`config.mk`:
```
export PLATFORM = sky130hd
export DESIGN_NAME = cordic_iter_core
export DESIGN_NICKNAME = d
export VERILOG_FILES = /design/src/rtl/cordic_pkg.sv /design/src/rtl/cordic_atan_rom.sv /design/src/rtl/cordic_iter_core.sv
export SDC_FILE = /design/constraint.sdc
export NUM_CORES = 1
export LEC_CHECK = 0
export BUFFER_PORTS_ARGS = -buffer_cell sky130_fd_sc_hd__buf_2
export CELL_PAD_IN_SITES_DETAIL_PLACEMENT = 0
export CELL_PAD_IN_SITES_GLOBAL_PLACEMENT = 1
export CORE_MARGIN = 2
export CORE_UTILIZATION = 41
export DETAILED_ROUTE_END_ITERATION = 12
export PLACE_DENSITY = 0.79
export SLEW_MARGIN = 10
export SYNTH_ARGS = -nofsm -noshare
export SYNTH_HDL_FRONTEND = slang
export SYNTH_HIERARCHICAL = 1
export SYNTH_SLANG_ARGS = --single-unit
```
`constraint.sdc`:
```
create_clock -name clk -period 5.4 [get_ports clk]
set_input_delay 0.54 -clock clk [delete_from_list [all_inputs] [get_ports clk]]
set_output_delay 0.54 -clock clk [all_outputs]
set_load 0.005 [all_outputs]
```
`src/rtl/cordic_pkg.sv`:
```
// rtl/cordic_pkg.sv - mode/state encodings and fixed-point angle constants for the CORDIC core
package cordic_pkg;

  localparam logic MODE_ROT = 1'b0;
  localparam logic MODE_VEC = 1'b1;

  typedef enum logic [1:0] {
    ST_IDLE   = 2'd0,
    ST_PREROT = 2'd1,
    ST_ITER   = 2'd2,
    ST_DONE   = 2'd3
  } state_t;

  // Master tables are held at 30 fractional bits and rounded down to the datapath scale.
  localparam int TAB_FRAC   = 30;
  localparam int FRAC_W_DEF = 20;

  function automatic longint scale_q(input longint v30, input int frac_w);
    return (v30 + (longint'(1) << (TAB_FRAC - 1 - frac_w))) >>> (TAB_FRAC - frac_w);
  endfunction

  function automatic longint atan_q(input int i, input int frac_w);
    longint t;
    case (i)
      0:       t = 64'sd843314856;
      1:       t = 64'sd497837829;
      2:       t = 64'sd263043836;
      3:       t = 64'sd133525158;
      4:       t = 64'sd67021686;
      5:       t = 64'sd33543515;
      6:       t = 64'sd16775850;
      7:       t = 64'sd8388437;
      8:       t = 64'sd4194282;
      9:       t = 64'sd2097149;
      // beyond i=9 atan(2^-i) is 2^-i minus less than one 2^-30 LSB
      default: t = (i <= TAB_FRAC) ? ((longint'(1) << (TAB_FRAC - i)) - 64'sd1) : 64'sd0;
    endcase
    return scale_q(t, frac_w);
  endfunction

  function automatic longint half_pi_q(input int frac_w);
    return scale_q(64'sd1686629713, frac_w);
  endfunction

  function automatic longint k_inv_q(input int frac_w);
    return scale_q(64'sd652032874, frac_w);
  endfunction

  localparam longint HALF_PI = half_pi_q(FRAC_W_DEF);
  localparam longint K_INV   = k_inv_q(FRAC_W_DEF);

endpackage

```
`src/rtl/cordic_atan_rom.sv`:
```
// rtl/cordic_atan_rom.sv - combinational atan(2^-i) table indexed by the iteration counter
module cordic_atan_rom
  import cordic_pkg::*;
#(
  parameter int DATA_W = 24,
  parameter int FRAC_W = 20,
  parameter int ITER   = 16,
  parameter int CNT_W  = 5
) (
  input  logic [CNT_W-1:0]  i_idx,
  output logic [DATA_W-1:0] o_atan
);

  // Sized to the full counter range so every index value is a legal address.
  logic [DATA_W-1:0] w_rom [2**CNT_W];

  for (genvar g = 0; g < 2**CNT_W; g++) begin : g_rom
    if (g < ITER) begin : g_used
      assign w_rom[g] = DATA_W'(atan_q(g, FRAC_W));
    end else begin : g_unused
      assign w_rom[g] = '0;
    end
  end

  assign o_atan = w_rom[i_idx];

endmodule

```
`src/rtl/cordic_iter_core.sv`:
```
// rtl/cordic_iter_core.sv - iterative rotation/vectoring CORDIC, one micro-rotation per clock
module cordic_iter_core
  import cordic_pkg::*;
#(
  parameter int DATA_W = 24,
  parameter int FRAC_W = 20,
  parameter int ITER   = 16,
  parameter int CNT_W  = 5
) (
  input  logic              clk,
  input  logic              rst,
  input  logic              in_valid,
  output logic              in_ready,
  input  logic              in_mode,
  input  logic [DATA_W-1:0] in_x,
  input  logic [DATA_W-1:0] in_y,
  input  logic [DATA_W-1:0] in_z,
  output logic              out_valid,
  input  logic              out_ready,
  output logic [DATA_W-1:0] out_x,
  output logic [DATA_W-1:0] out_y,
  output logic [DATA_W-1:0] out_z,
  output logic              busy
);

  localparam logic signed [DATA_W-1:0] HALF_PI_Q = DATA_W'(half_pi_q(FRAC_W));
  localparam logic [CNT_W-1:0]         LAST_I    = CNT_W'(ITER - 1);

  state_t                    r_state;
  logic                      r_mode;
  logic signed [DATA_W-1:0]  r_x;
  logic signed [DATA_W-1:0]  r_y;
  logic signed [DATA_W-1:0]  r_z;
  logic        [CNT_W-1:0]   r_i;

  logic signed [DATA_W-1:0]  w_atan;
  logic signed [DATA_W-1:0]  w_xs;
  logic signed [DATA_W-1:0]  w_ys;
  logic signed [DATA_W-1:0]  w_x_nxt;
  logic signed [DATA_W-1:0]  w_y_nxt;
  logic signed [DATA_W-1:0]  w_z_nxt;
  logic                      w_d_pos;

  cordic_atan_rom #(
    .DATA_W (DATA_W),
    .FRAC_W (FRAC_W),
    .ITER   (ITER),
    .CNT_W  (CNT_W)
  ) u_atan_rom (
    .i_idx  (r_i),
    .o_atan (w_atan)
  );

  assign in_ready = (r_state == ST_IDLE) & ~rst;
  assign busy     = (r_state != ST_IDLE);

  // Rotation drives z toward zero, vectoring drives y toward zero.
  assign w_d_pos = (r_mode == MODE_ROT) ? ~r_z[DATA_W-1] : r_y[DATA_W-1];
  assign w_xs    = r_x >>> r_i;
  assign w_ys    = r_y >>> r_i;
  assign w_x_nxt = w_d_pos ? (r_x - w_ys)   : (r_x + w_ys);
  assign w_y_nxt = w_d_pos ? (r_y + w_xs)   : (r_y - w_xs);
  assign w_z_nxt = w_d_pos ? (r_z - w_atan) : (r_z + w_atan);

  always_ff @(posedge clk) begin
    if (rst) begin
      r_state   <= ST_IDLE;
      r_mode    <= MODE_ROT;
      r_x       <= '0;
      r_y       <= '0;
      r_z       <= '0;
      r_i       <= '0;
      out_valid <= 1'b0;
      out_x     <= '0;
      out_y     <= '0;
      out_z     <= '0;
    end else begin
      case (r_state)
        ST_IDLE: begin
          if (in_valid) begin
            r_mode  <= in_mode;
            r_x     <= in_x;
            r_y     <= in_y;
            r_z     <= in_z;
            r_i     <= '0;
            r_state <= ST_PREROT;
          end
        end
        ST_PREROT: begin
          // Fold by +/-90 degrees so the iterations only ever see the right half-plane.
          if (r_mode == MODE_ROT) begin
            if (r_z > HALF_PI_Q) begin
              r_x <= -r_y;
              r_y <= r_x;
              r_z <= r_z - HALF_PI_Q;
            end else if (r_z < -HALF_PI_Q) begin
              r_x <= r_y;
              r_y <= -r_x;
              r_z <= r_z + HALF_PI_Q;
            end
          end else if (r_x[DATA_W-1]) begin
            if (!r_y[DATA_W-1]) begin
              r_x <= r_y;
              r_y <= -r_x;
              r_z <= r_z + HALF_PI_Q;
            end else begin
              r_x <= -r_y;
              r_y <= r_x;
              r_z <= r_z - HALF_PI_Q;
            end
          end
          r_state <= ST_ITER;
        end
        ST_ITER: begin
          r_x <= w_x_nxt;
          r_y <= w_y_nxt;
          r_z <= w_z_nxt;
          r_i <= r_i + 1'b1;
          if (r_i == LAST_I) begin
            r_state   <= ST_DONE;
            out_valid <= 1'b1;
            out_x     <= w_x_nxt;
            out_y     <= w_y_nxt;
            out_z     <= w_z_nxt;
          end
        end
        ST_DONE: begin
          if (out_ready) begin
            out_valid <= 1'b0;
            r_state   <= ST_IDLE;
          end
        end
        default: r_state <= ST_IDLE;
      endcase
    end
  end

endmodule

```
==> summary.md, run 1 <==
| Metric | Value |
|---|---|
| Area share of the largest cell type after synthesis | `0.179` |
| Number of library cell types mapped by synthesis | `108` |
| Initial antenna violation count | `2` |
| Std-Cell Core Area | `40900 um2` |
| Type of the worst setup path | `flop to flop` |
| Overall die area | `43300 um2` |
| I/O pin total | `152` |
| RR Startpoint | `r_i[1]` |
| Number of port buffers | `151` |
| Largest cells by area after synthesis | `sky130_fd_sc_hd__dfxtp_1 18%, sky130_fd_sc_hd__ha_1 7.3%, sky130_fd_sc_hd__a21oi_1 6.6%` |
| Worst Hold Class | `input pin to flop` |
| Vias after detailed routing | `19300` |
| Global-route wire length before repair | `114000 um` |
| List of cells traversed by the critical path | `buf_12 > buf_12 > mux4_2 > mux2_2 > o21ai_1 > nand4b_1 > nand4bb_4 > nor2_4 > nand2_1 > o21ai_0 > xor2_1 > ha_1 > and3_1 > a211oi_2 > a32oi_2 > nor3_2 > a21oi_2 > a31o_2 > nor3b_1 > a311o_1 > a211oi_1 > o41ai_1` |
| DRC violation count after routing | `0` |
| Number of enable-type register cells in the synthesized netlist | `0` |
| Mean routed wirelength per cell | `24.9 um` |
| Die H | `208 um` |
| First-iteration detailed-routing DRC count | `2043` |
| Async set-reset flop share out of synthesis | `0` |
| F_max | `191 MHz` |
| Number of buffers and inverters on the critical path | `2` |
| Placed wire-length estimate | `59500 um` |
| Outcome | `completed` |
| Starting density of the core | `0.417` |
| # hold bufs at CTS | `0` |
| Row Count | `74` |
| Post-synthesis sequential area ratio | `0.179` |
| Pin slew with the least headroom to its limit | `1.19 ns` |
| Critical Path AT | `5.59 ns` |
| Worst skew pair latency | `0.49 ns` |
| Cell type with the highest occurrence count on the critical path | `sky130_fd_sc_hd__buf_12` |
| Remaining number of nets flagged by the antenna check after routing | `0` |
| Reported max-cap violation count | `0` |
| RD Place Congestion | `0.982` |
| Element type at the critical path end | `flop` |
| Cell with the largest stage delay on the worst path | `sky130_fd_sc_hd__mux4_2` |
| Final Routed Wirelength | `76500 um` |
| Number of synthesized register bits | `153` |
| Drt pass-1 iters | `6` |
| Critical-path maximum fanout | `11` |
| Delay-heaviest family, CP | `compound AO/OA/AOI/OAI gates` |
| X dimension of the die | `208 um` |
| Slew Viols, Final | `0` |
| Cells after DPL | `3018` |
| Count of endpoints failing setup in the final report | `0` |
| CTS buffer count | `17` |
| Final setup skew | `0.0137 ns` |
| Detail-routed via count per cell | `6.28` |
| Clock tree sinks | `153` |
| Worst hold slack across all endpoints | `0.298 ns` |
| Root Buffer Master | `sky130_fd_sc_hd__clkbuf_16` |
| Clk pin slew, worst setup/hold paths | `0.07 ns` |
| Hold_sp | `in_mode` |
| Non-Filler Instances | `3069` |
| Clock tree from TritonCTS | `built` |
| Pin count of the biggest net entering global routing | `80` |
| H-Tree Depth | `4` |
| Launching element type of the critical path | `flop` |
| Data required time at the worst endpoint | `5.75 ns` |
| Final total negative setup slack | `0 ns` |
| Relative slew margins | `0.204` |
| Synth-to-Final Area Change | `21.9%` |
| Fraction of layout instances using a drive strength above 1 | `0.246` |
| Syn Std Cell Area | `17100 um2` |
| Sum of overflow across all layers after global routing | `0` |
| Timing startpoint of the critical path | `r_i[1]` |
| Synthesized instance count | `2255` |
| Part of the cycle the worst path needs | `0.970` |
| Nets | `2704` |
| Post-synth top flop | `sky130_fd_sc_hd__dfxtp_1` |
| Max clock buf depth | `2` |
| Final Hold Fails | `0` |
| Largest area contributor in the synthesized netlist | `sky130_fd_sc_hd__dfxtp_1` |
| Synth Area per Inst | `7.57 um2` |
| Top-count cell post-synth | `sky130_fd_sc_hd__nand2_1` |
| Number of warnings printed during yosys synthesis | `6` |
| Setup repair after global routing missed its margin | `yes` |
| Vias in the first global route | `17800` |
| Shortest clock period the worst path allows after layout | `5.24 ns` |
| Largest stage delay, worst path | `0.53 ns` |
| Top cells by instance count after synthesis | `245 x sky130_fd_sc_hd__nand2_1, 226 x sky130_fd_sc_hd__a21oi_1, 218 x sky130_fd_sc_hd__nor2_1, 153 x sky130_fd_sc_hd__dfxtp_1, 135 x sky130_fd_sc_hd__clkbuf_1` |
| Global-route total usage across every layer | `0.343` |
-- worst paths after layout --
path / end / slack [ns] / depth (start not counted)
max: r_x[23] / 0.16 / 22
min reg2reg: out_z[15] / 0.45 / 2
max reg2reg: r_x[23] / 0.16 / 22
min: r_mode / 0.30 / 3
-- timing repair --
action,in CTS,in global routing
pin swaps,1,15
endpoints found under the hold margin,0,0
gates resized for setup,7,67
setup endpoints to repair,14,48
buffers inserted,1,18
-- worst reg2reg max path: stages, from the launching register on --
cell,delay (ns)
sky130_fd_sc_hd__dfxtp_4,0.38
sky130_fd_sc_hd__buf_12,0.13
sky130_fd_sc_hd__buf_12,0.13
sky130_fd_sc_hd__mux4_2,0.53
sky130_fd_sc_hd__mux2_2,0.34
sky130_fd_sc_hd__o21ai_1,0.27
sky130_fd_sc_hd__nand4b_1,0.19
sky130_fd_sc_hd__nand4bb_4,0.25
sky130_fd_sc_hd__nor2_4,0.15
sky130_fd_sc_hd__nand2_1,0.08
sky130_fd_sc_hd__o21ai_0,0.19
sky130_fd_sc_hd__xor2_1,0.21
sky130_fd_sc_hd__ha_1,0.30
sky130_fd_sc_hd__and3_1,0.20
sky130_fd_sc_hd__a211oi_2,0.26
sky130_fd_sc_hd__a32oi_2,0.15
sky130_fd_sc_hd__nor3_2,0.15
sky130_fd_sc_hd__a21oi_2,0.10
sky130_fd_sc_hd__a31o_2,0.31
sky130_fd_sc_hd__nor3b_1,0.15
sky130_fd_sc_hd__a311o_1,0.32
sky130_fd_sc_hd__a211oi_1,0.21
sky130_fd_sc_hd__o41ai_1,0.11
-- registers in the layout, indices dropped and copies added, names as in the netlist, 2 cells and up --
name / count
r_y: 24
r_x: 24
out_z: 24
out_y: 24
r_state: 2
r_i: 5
out_x: 24
r_z: 24
-- per-stage QoR --
stage	area, um2	setup WS (ns)	util
6_report	20800	0.162	0.509
5_1_grt	20800	-0.0786	0.509
4_1_cts	20400	0.0123	0.498
3_5_place_dp	19800	-0.175	0.483
3_3_place_gp	19800	-0.123	0.483
2_1_floorplan	17100	0.228	-
-- layout make-up --
class / count / area [um2]
clock buffers: 19 / 453
diodes: 1 / 2.50
multi-input cells: 1854 / 13200
fillers: 4087 / 20100
inverters: 57 / 214
flip-flops and latches: 153 / 3080
clock inverters: 12 / 131
repair buffers: 441 / 3040
well taps: 532 / 666
-- logic make-up after synthesis --
family / Yosys count / share of synthesized area
AOI/OAI and AO/OA: 711 / 0.275
xor gates and xnor gates: 182 / 0.0934
adders and majority gates: 103 / 0.0768
buffers and inverters: 251 / 0.0644
DFF: 153 / 0.179
muxes: 125 / 0.108
other: 1 / 0.000220
and+or+nand+nor: 729 / 0.203
-- cell usage in the layout (no fill, tap or decap), types with 9 or more instances in the layout --
cell type / n
sky130_fd_sc_hd__nand2_1: 243
sky130_fd_sc_hd__nand3_1: 28
sky130_fd_sc_hd__a211oi_1: 24
sky130_fd_sc_hd__nor3_1: 63
sky130_fd_sc_hd__and3_1: 17
sky130_fd_sc_hd__o211ai_1: 29
sky130_fd_sc_hd__mux4_2: 46
sky130_fd_sc_hd__ha_1: 96
sky130_fd_sc_hd__inv_1: 53
sky130_fd_sc_hd__clkbuf_16: 17
sky130_fd_sc_hd__xor2_1: 70
sky130_fd_sc_hd__nand4_1: 10
sky130_fd_sc_hd__o21ai_1: 16
sky130_fd_sc_hd__o21bai_1: 9
sky130_fd_sc_hd__a21oi_1: 222
sky130_fd_sc_hd__nand2b_1: 22
sky130_fd_sc_hd__a31oi_1: 35
sky130_fd_sc_hd__dfxtp_1: 147
sky130_fd_sc_hd__o21a_1: 11
sky130_fd_sc_hd__a21o_1: 26
sky130_fd_sc_hd__buf_2: 150
sky130_fd_sc_hd__o31ai_1: 25
sky130_fd_sc_hd__or2_2: 11
sky130_fd_sc_hd__a221o_1: 11
sky130_fd_sc_hd__o41ai_1: 15
sky130_fd_sc_hd__a221oi_1: 34
sky130_fd_sc_hd__nor4_1: 22
sky130_fd_sc_hd__xnor2_1: 110
sky130_fd_sc_hd__buf_4: 280
sky130_fd_sc_hd__o21ai_0: 109
sky130_fd_sc_hd__nor2b_1: 11
sky130_fd_sc_hd__nor2_1: 215
sky130_fd_sc_hd__mux2i_1: 64
sky130_fd_sc_hd__a22oi_1: 14
sky130_fd_sc_hd__or3_1: 17
-- metal layers --
layer,track usage,up-vias,wire (um)
li1,-,8846,-
met1,0.496,9326,34400
met2,0.502,949,32400
met3,0.0723,144,7140
met4,0.118,0,2560
met5,0,-,0
Power of run 1 is not shown: default switching activity piles up to over one toggle a cycle in this logic, so the estimate is an artifact.
==> run 2, diff against run 1 <==
--- a/config.mk
+++ b/config.mk
@@ -5,13 +5,14 @@
 export SDC_FILE = /design/constraint.sdc
 export NUM_CORES = 1
 export LEC_CHECK = 0
+export ABC_AREA = 1
 export BUFFER_PORTS_ARGS = -buffer_cell sky130_fd_sc_hd__buf_2
 export CELL_PAD_IN_SITES_DETAIL_PLACEMENT = 0
 export CELL_PAD_IN_SITES_GLOBAL_PLACEMENT = 1
 export CORE_MARGIN = 2
-export CORE_UTILIZATION = 41
+export CORE_UTILIZATION = 43
 export DETAILED_ROUTE_END_ITERATION = 12
-export PLACE_DENSITY = 0.79
+export PLACE_DENSITY = 0.84
 export SLEW_MARGIN = 10
 export SYNTH_ARGS = -nofsm -noshare
 export SYNTH_HDL_FRONTEND = slang
==> constraint.sdc (replaced) <==
create_clock -name clk -period 4.9 [get_ports clk]
set_input_delay 0.49 -clock clk [delete_from_list [all_inputs] [get_ports clk]]
set_output_delay 0.49 -clock clk [all_outputs]
set_load 0.005 [all_outputs]
==> run 2 against run 1 <==
Against the previous run:
- die area shrank 0.60%
- critical endpoint is now r_z[12]
- via count grew 13%
- design area is 0.41% lower
- count of clock-buffer cells in the layout fell by 1
==> summary.md, run 2 <==
| Metric | Value |
|---|---|
| Remaining number of nets flagged by the antenna check after routing | `0 (unchanged)` |
| Sum of overflow across all layers after global routing | `0 (unchanged)` |
| Synthesized instance count | `3083 (+37%)` |
| Placed wire-length estimate | `64000 um (+7.5%)` |
| # hold bufs at CTS | `0 (unchanged)` |
| Number of library cell types mapped by synthesis | `58 (-46%)` |
| Worst skew pair latency | `0.45 ns (-0.04 ns)` |
| Shortest clock period the worst path allows after layout | `4.59 ns (-0.651 ns)` |
| Nets | `3453 (+28%)` |
| Commonest non-fill, non-tap cell in the layout | `sky130_fd_sc_hd__nand2_1` |
| Part of the cycle the worst path needs | `0.936 (-0.0339)` |
| Post-synthesis sequential area ratio | `0.172 (-0.00729)` |
| Synth-to-Final Area Change | `16.5%` |
| Commonest non-fill, non-tap cells in the layout | `807 x sky130_fd_sc_hd__nand2_1, 350 x sky130_fd_sc_hd__nor2_1, 311 x sky130_fd_sc_hd__nand3_1` |
| Worst Hold Class | `input pin to flop` |
| Initial antenna violation count | `4 (+2)` |
| Cell with the largest stage delay on the worst path | `sky130_fd_sc_hd__ha_1` |
| Row Count | `74 (unchanged)` |
| Async set-reset flop share out of synthesis | `0 (unchanged)` |
| Mux contribution to synthesized area | `0 (-0.108)` |
| Max clock buf depth | `2 (unchanged)` |
| Global-route total usage across every layer | `0.364 (+0.0210)` |
| Peak supply drop | `0.000731 V` |
| Critical Path AT | `4.97 ns (-0.62 ns)` |
| Relative contribution of sequential cells to total power | `0.110` |
| Area share of the largest cell type after synthesis | `0.172 (-0.00729)` |
| X dimension of the die | `207 um (-0.30%)` |
| Final Routed Wirelength | `81000 um (+5.9%)` |
| Net Sw Power | `10.8 mW` |
| Number of port buffers | `151 (unchanged)` |
| First-iteration detailed-routing DRC count | `2318 (+13%)` |
| Largest area contributor in the synthesized netlist | `sky130_fd_sc_hd__dfxtp_1` |
| Multi-input gate area in the final layout | `13100 um2 (-1.4%)` |
| H-Tree Depth | `4 (unchanged)` |
| Clk pin slew, worst setup/hold paths | `0.07 ns (about the same)` |
| Worst hold slack across all endpoints | `0.318 ns (+0.0203 ns)` |
| Top-count cell post-synth | `sky130_fd_sc_hd__nand2_1` |
| Delay-heaviest family, CP | `simple AND/OR/NAND/NOR gates` |
| Element type at the critical path end | `flop` |
| Fraction of layout instances using a drive strength above 1 | `0.144 (-0.102)` |
| Count of endpoints failing setup in the final report | `0 (unchanged)` |
| Detail-routed via count per cell | `5.69 (-9.3%)` |
| F_max | `218 MHz (+14%)` |
| Xor/xnor share of the synthesized area | `0.0753 (-0.0181)` |
| Root Buffer Master | `sky130_fd_sc_hd__clkbuf_16` |
| Arithmetic-cell share of the synthesized area counting full adders, half adders and majority gates | `0.0737 (-0.00312)` |
| Post-synth top flop | `sky130_fd_sc_hd__dfxtp_1` |
| Pin count of the biggest net entering global routing | `73 (-8.8%)` |
| Clock power share | `0.074` |
| Setup repair after global routing missed its margin | `yes` |
| Logic pwr share | `0.816` |
| Critical-path maximum fanout | `5 (-6)` |
| Dominant combinational cell family by area after synthesis | `simple AND/OR/NAND/NOR gates` |
| Largest stage delay, worst path | `0.43 ns (-0.10 ns)` |
| Reported max-cap violation count | `0 (unchanged)` |
| Syn Std Cell Area | `17800 um2 (+4.2%)` |
| Worst-case setup slack after placement | `0.0437 ns (+0.219 ns)` |
| Area taken by flip-flops and latches | `3070 um2 (-0.20%)` |
| Final setup skew | `0.0122 ns (-0.00153 ns)` |
| Outcome | `completed` |
| DRC violation count after routing | `0 (unchanged)` |
| Top cells by instance count after synthesis | `815 x sky130_fd_sc_hd__nand2_1, 359 x sky130_fd_sc_hd__nor2_1, 316 x sky130_fd_sc_hd__nand3_1, 286 x sky130_fd_sc_hd__inv_1, 227 x sky130_fd_sc_hd__o21ai_0` |
| Std-Cell Core Area | `40800 um2 (-0.23%)` |
| Relative slew margins | `0.249 (+0.0440)` |
| RD Place Congestion | `0.999 (+1.7%)` |
| Clock tree from TritonCTS | `built` |
| Fraction of the mapped netlist area in compound gates | `0.188 (-0.0862)` |
| Launching element type of the critical path | `flop` |
| Vias in the first global route | `19800 (+11%)` |
| Pin slew with the least headroom to its limit | `1.12 ns (-0.0778 ns)` |
| Slew Viols, Final | `0 (unchanged)` |
| Synth Area per Inst | `5.77 um2 (-24%)` |
| Mean routed wirelength per cell | `21.2 um (-15%)` |
| Smallest setup slack after layout | `0.313 ns (+0.151 ns)` |
| Final total negative setup slack | `0 ns (unchanged)` |
| Vias after detailed routing | `21700 (+13%)` |
| List of cells traversed by the critical path | `inv_1 > ha_1 > nor3_1 > nor2_1 > nor3_2 > inv_1 > nor3_1 > nor2_1 > xor2_1 > inv_1 > ha_1 > nand2_1 > o21ai_0 > a21oi_1 > buf_4 > o21ai_0 > xor2_1 > nand2_1 > o211ai_1 > nand2_1 > a21oi_1` |
| Number of buffers and inverters on the critical path | `4 (+2)` |
| CTS buffer count | `17 (unchanged)` |
| Drt pass-1 iters | `8 (+2)` |
| I/O pin total | `152 (unchanged)` |
| Largest cells by area after synthesis | `sky130_fd_sc_hd__dfxtp_1 17%, sky130_fd_sc_hd__nand2_1 17%, sky130_fd_sc_hd__nand3_1 8.9%` |
| Total power | `18.2 mW` |
| Starting density of the core | `0.436 (+0.0187)` |
| Post-synthesis share of cell area spent on and, or, nand and nor gates | `0.382 (+0.179)` |
| Leakage power of the design | `10.5 nW` |
| Type of the worst setup path | `flop to flop` |
| Data required time at the worst endpoint | `5.28 ns (-0.47 ns)` |
| Register-to-register setup slack | `0.31 ns (+0.15 ns)` |
| Total power divided by cell area | `879 nW/um2` |
| Final Hold Fails | `0 (unchanged)` |
| Number of warnings printed during yosys synthesis | `6 (unchanged)` |
| Clock tree sinks | `153 (unchanged)` |
| Filler cell count in the final layout | `4397 (+7.6%)` |
| Sw frac | `0.594` |
| Number of synthesized register bits | `153 (unchanged)` |
| Power Internal | `7.39 mW` |
| Number of enable-type register cells in the synthesized netlist | `0 (unchanged)` |
| Die H | `207 um (-0.30%)` |
| Global-route wire length before repair | `121000 um (+6.3%)` |
| Overall die area | `43000 um2 (-0.60%)` |
## run 2: cell count changes in the layout (fill, tap and decap cells not counted), sizes merged, moves of 62 or more
cell | previous run | this run
mux2i | 65 | 0
nor2 | 220 | 371
o21ai | 127 | 252
nand3 | 28 | 320
xnor2 | 112 | 50
buf | 441 | 326
nand2 | 246 | 824
inv | 60 | 307
## run 2: metal layers
layer  track usage  vias up  part of all wire
li1              -    10500                 -
met1         0.519     9945              0.45
met2         0.527     1132              0.40
met3         0.105      152              0.12
met4         0.109        2             0.032
met5             0        -          0.000086
## run 2: worst paths after layout
check,from,cells after the start,endpoint
hold / removal,in_z[13],3,r_z[13]
hold reg to reg,out_valid,2,out_valid
setup / recovery,r_i[0],21,r_z[12]
setup reg to reg,r_i[0],21,r_z[12]
## run 2: per-stage QoR
step / area (um2) / util / cells
final: 20700 / 0.508 / 3820
after global routing: 20700 / 0.508 / 3818
after CTS: 20400 / 0.499 / 3809
after detailed placement: 19800 / 0.486 / 3777
after global placement: 19800 / 0.486 / 3777
after floorplan: 17800 / - / 3086
## run 2: kinds of logic (layout without fill, tap and decap cells)
family,count (synthesis),after routing
and+or+nand+nor,1609,1609
AOI/OAI and AO/OA,599,599
buffers and inverters,465,665
xor gates and xnor gates,153,153
DFF,153,153
adders and majority gates,103,103
other,1,6
## run 2: power groups by stage
stage | Combinational (mW) | Clock [mW] | Sequential [mW]
6_report | 14.9 | 1.35 | 2.00
4_1_cts | 14.2 | 1.35 | 1.96
5_1_grt | 16.2 | 1.41 | 2.00
3_3_place_gp | 14.0 | 0 | 1.99
2_1_floorplan | 8.81 | 0 | 1.72
3_5_place_dp | 14.1 | 0 | 1.98
## run 2: repair_timing
action | 4_1_cts | 5_1_grt
hold endpoints to repair | 0 | 0
setup buffers | 0 | 8
endpoints found under the setup margin | 0 | 46
resized for setup | 0 | 64
## run 2: worst reg2reg max path, stage by stage, from the launching register on
cell                       delay [ns]
sky130_fd_sc_hd__dfxtp_4         0.41
sky130_fd_sc_hd__inv_1           0.13
sky130_fd_sc_hd__ha_1            0.28
sky130_fd_sc_hd__nor3_1          0.21
sky130_fd_sc_hd__nor2_1          0.09
sky130_fd_sc_hd__nor3_2          0.27
sky130_fd_sc_hd__inv_1           0.12
sky130_fd_sc_hd__nor3_1          0.39
sky130_fd_sc_hd__nor2_1          0.10
sky130_fd_sc_hd__xor2_1          0.19
sky130_fd_sc_hd__inv_1           0.07
sky130_fd_sc_hd__ha_1            0.43
sky130_fd_sc_hd__nand2_1         0.13
sky130_fd_sc_hd__o21ai_0         0.43
sky130_fd_sc_hd__a21oi_1         0.18
sky130_fd_sc_hd__buf_4           0.18
sky130_fd_sc_hd__o21ai_0         0.18
sky130_fd_sc_hd__xor2_1          0.32
sky130_fd_sc_hd__nand2_1         0.11
sky130_fd_sc_hd__o211ai_1        0.12
sky130_fd_sc_hd__nand2_1         0.07
sky130_fd_sc_hd__a21oi_1         0.11
## run 2: layout make-up
type                            instances  area share
Clock inverter                         14     0.00658
Inverter                              306      0.0563
Sequential cell                       153       0.148
Antenna cell                            2    0.000241
Tap cell                              532      0.0321
Timing Repair Buffer                  327       0.106
Clock buffer                           18      0.0207
Multi-Input combinational cell       2468       0.630
Power figures use the tool's default switching activity.
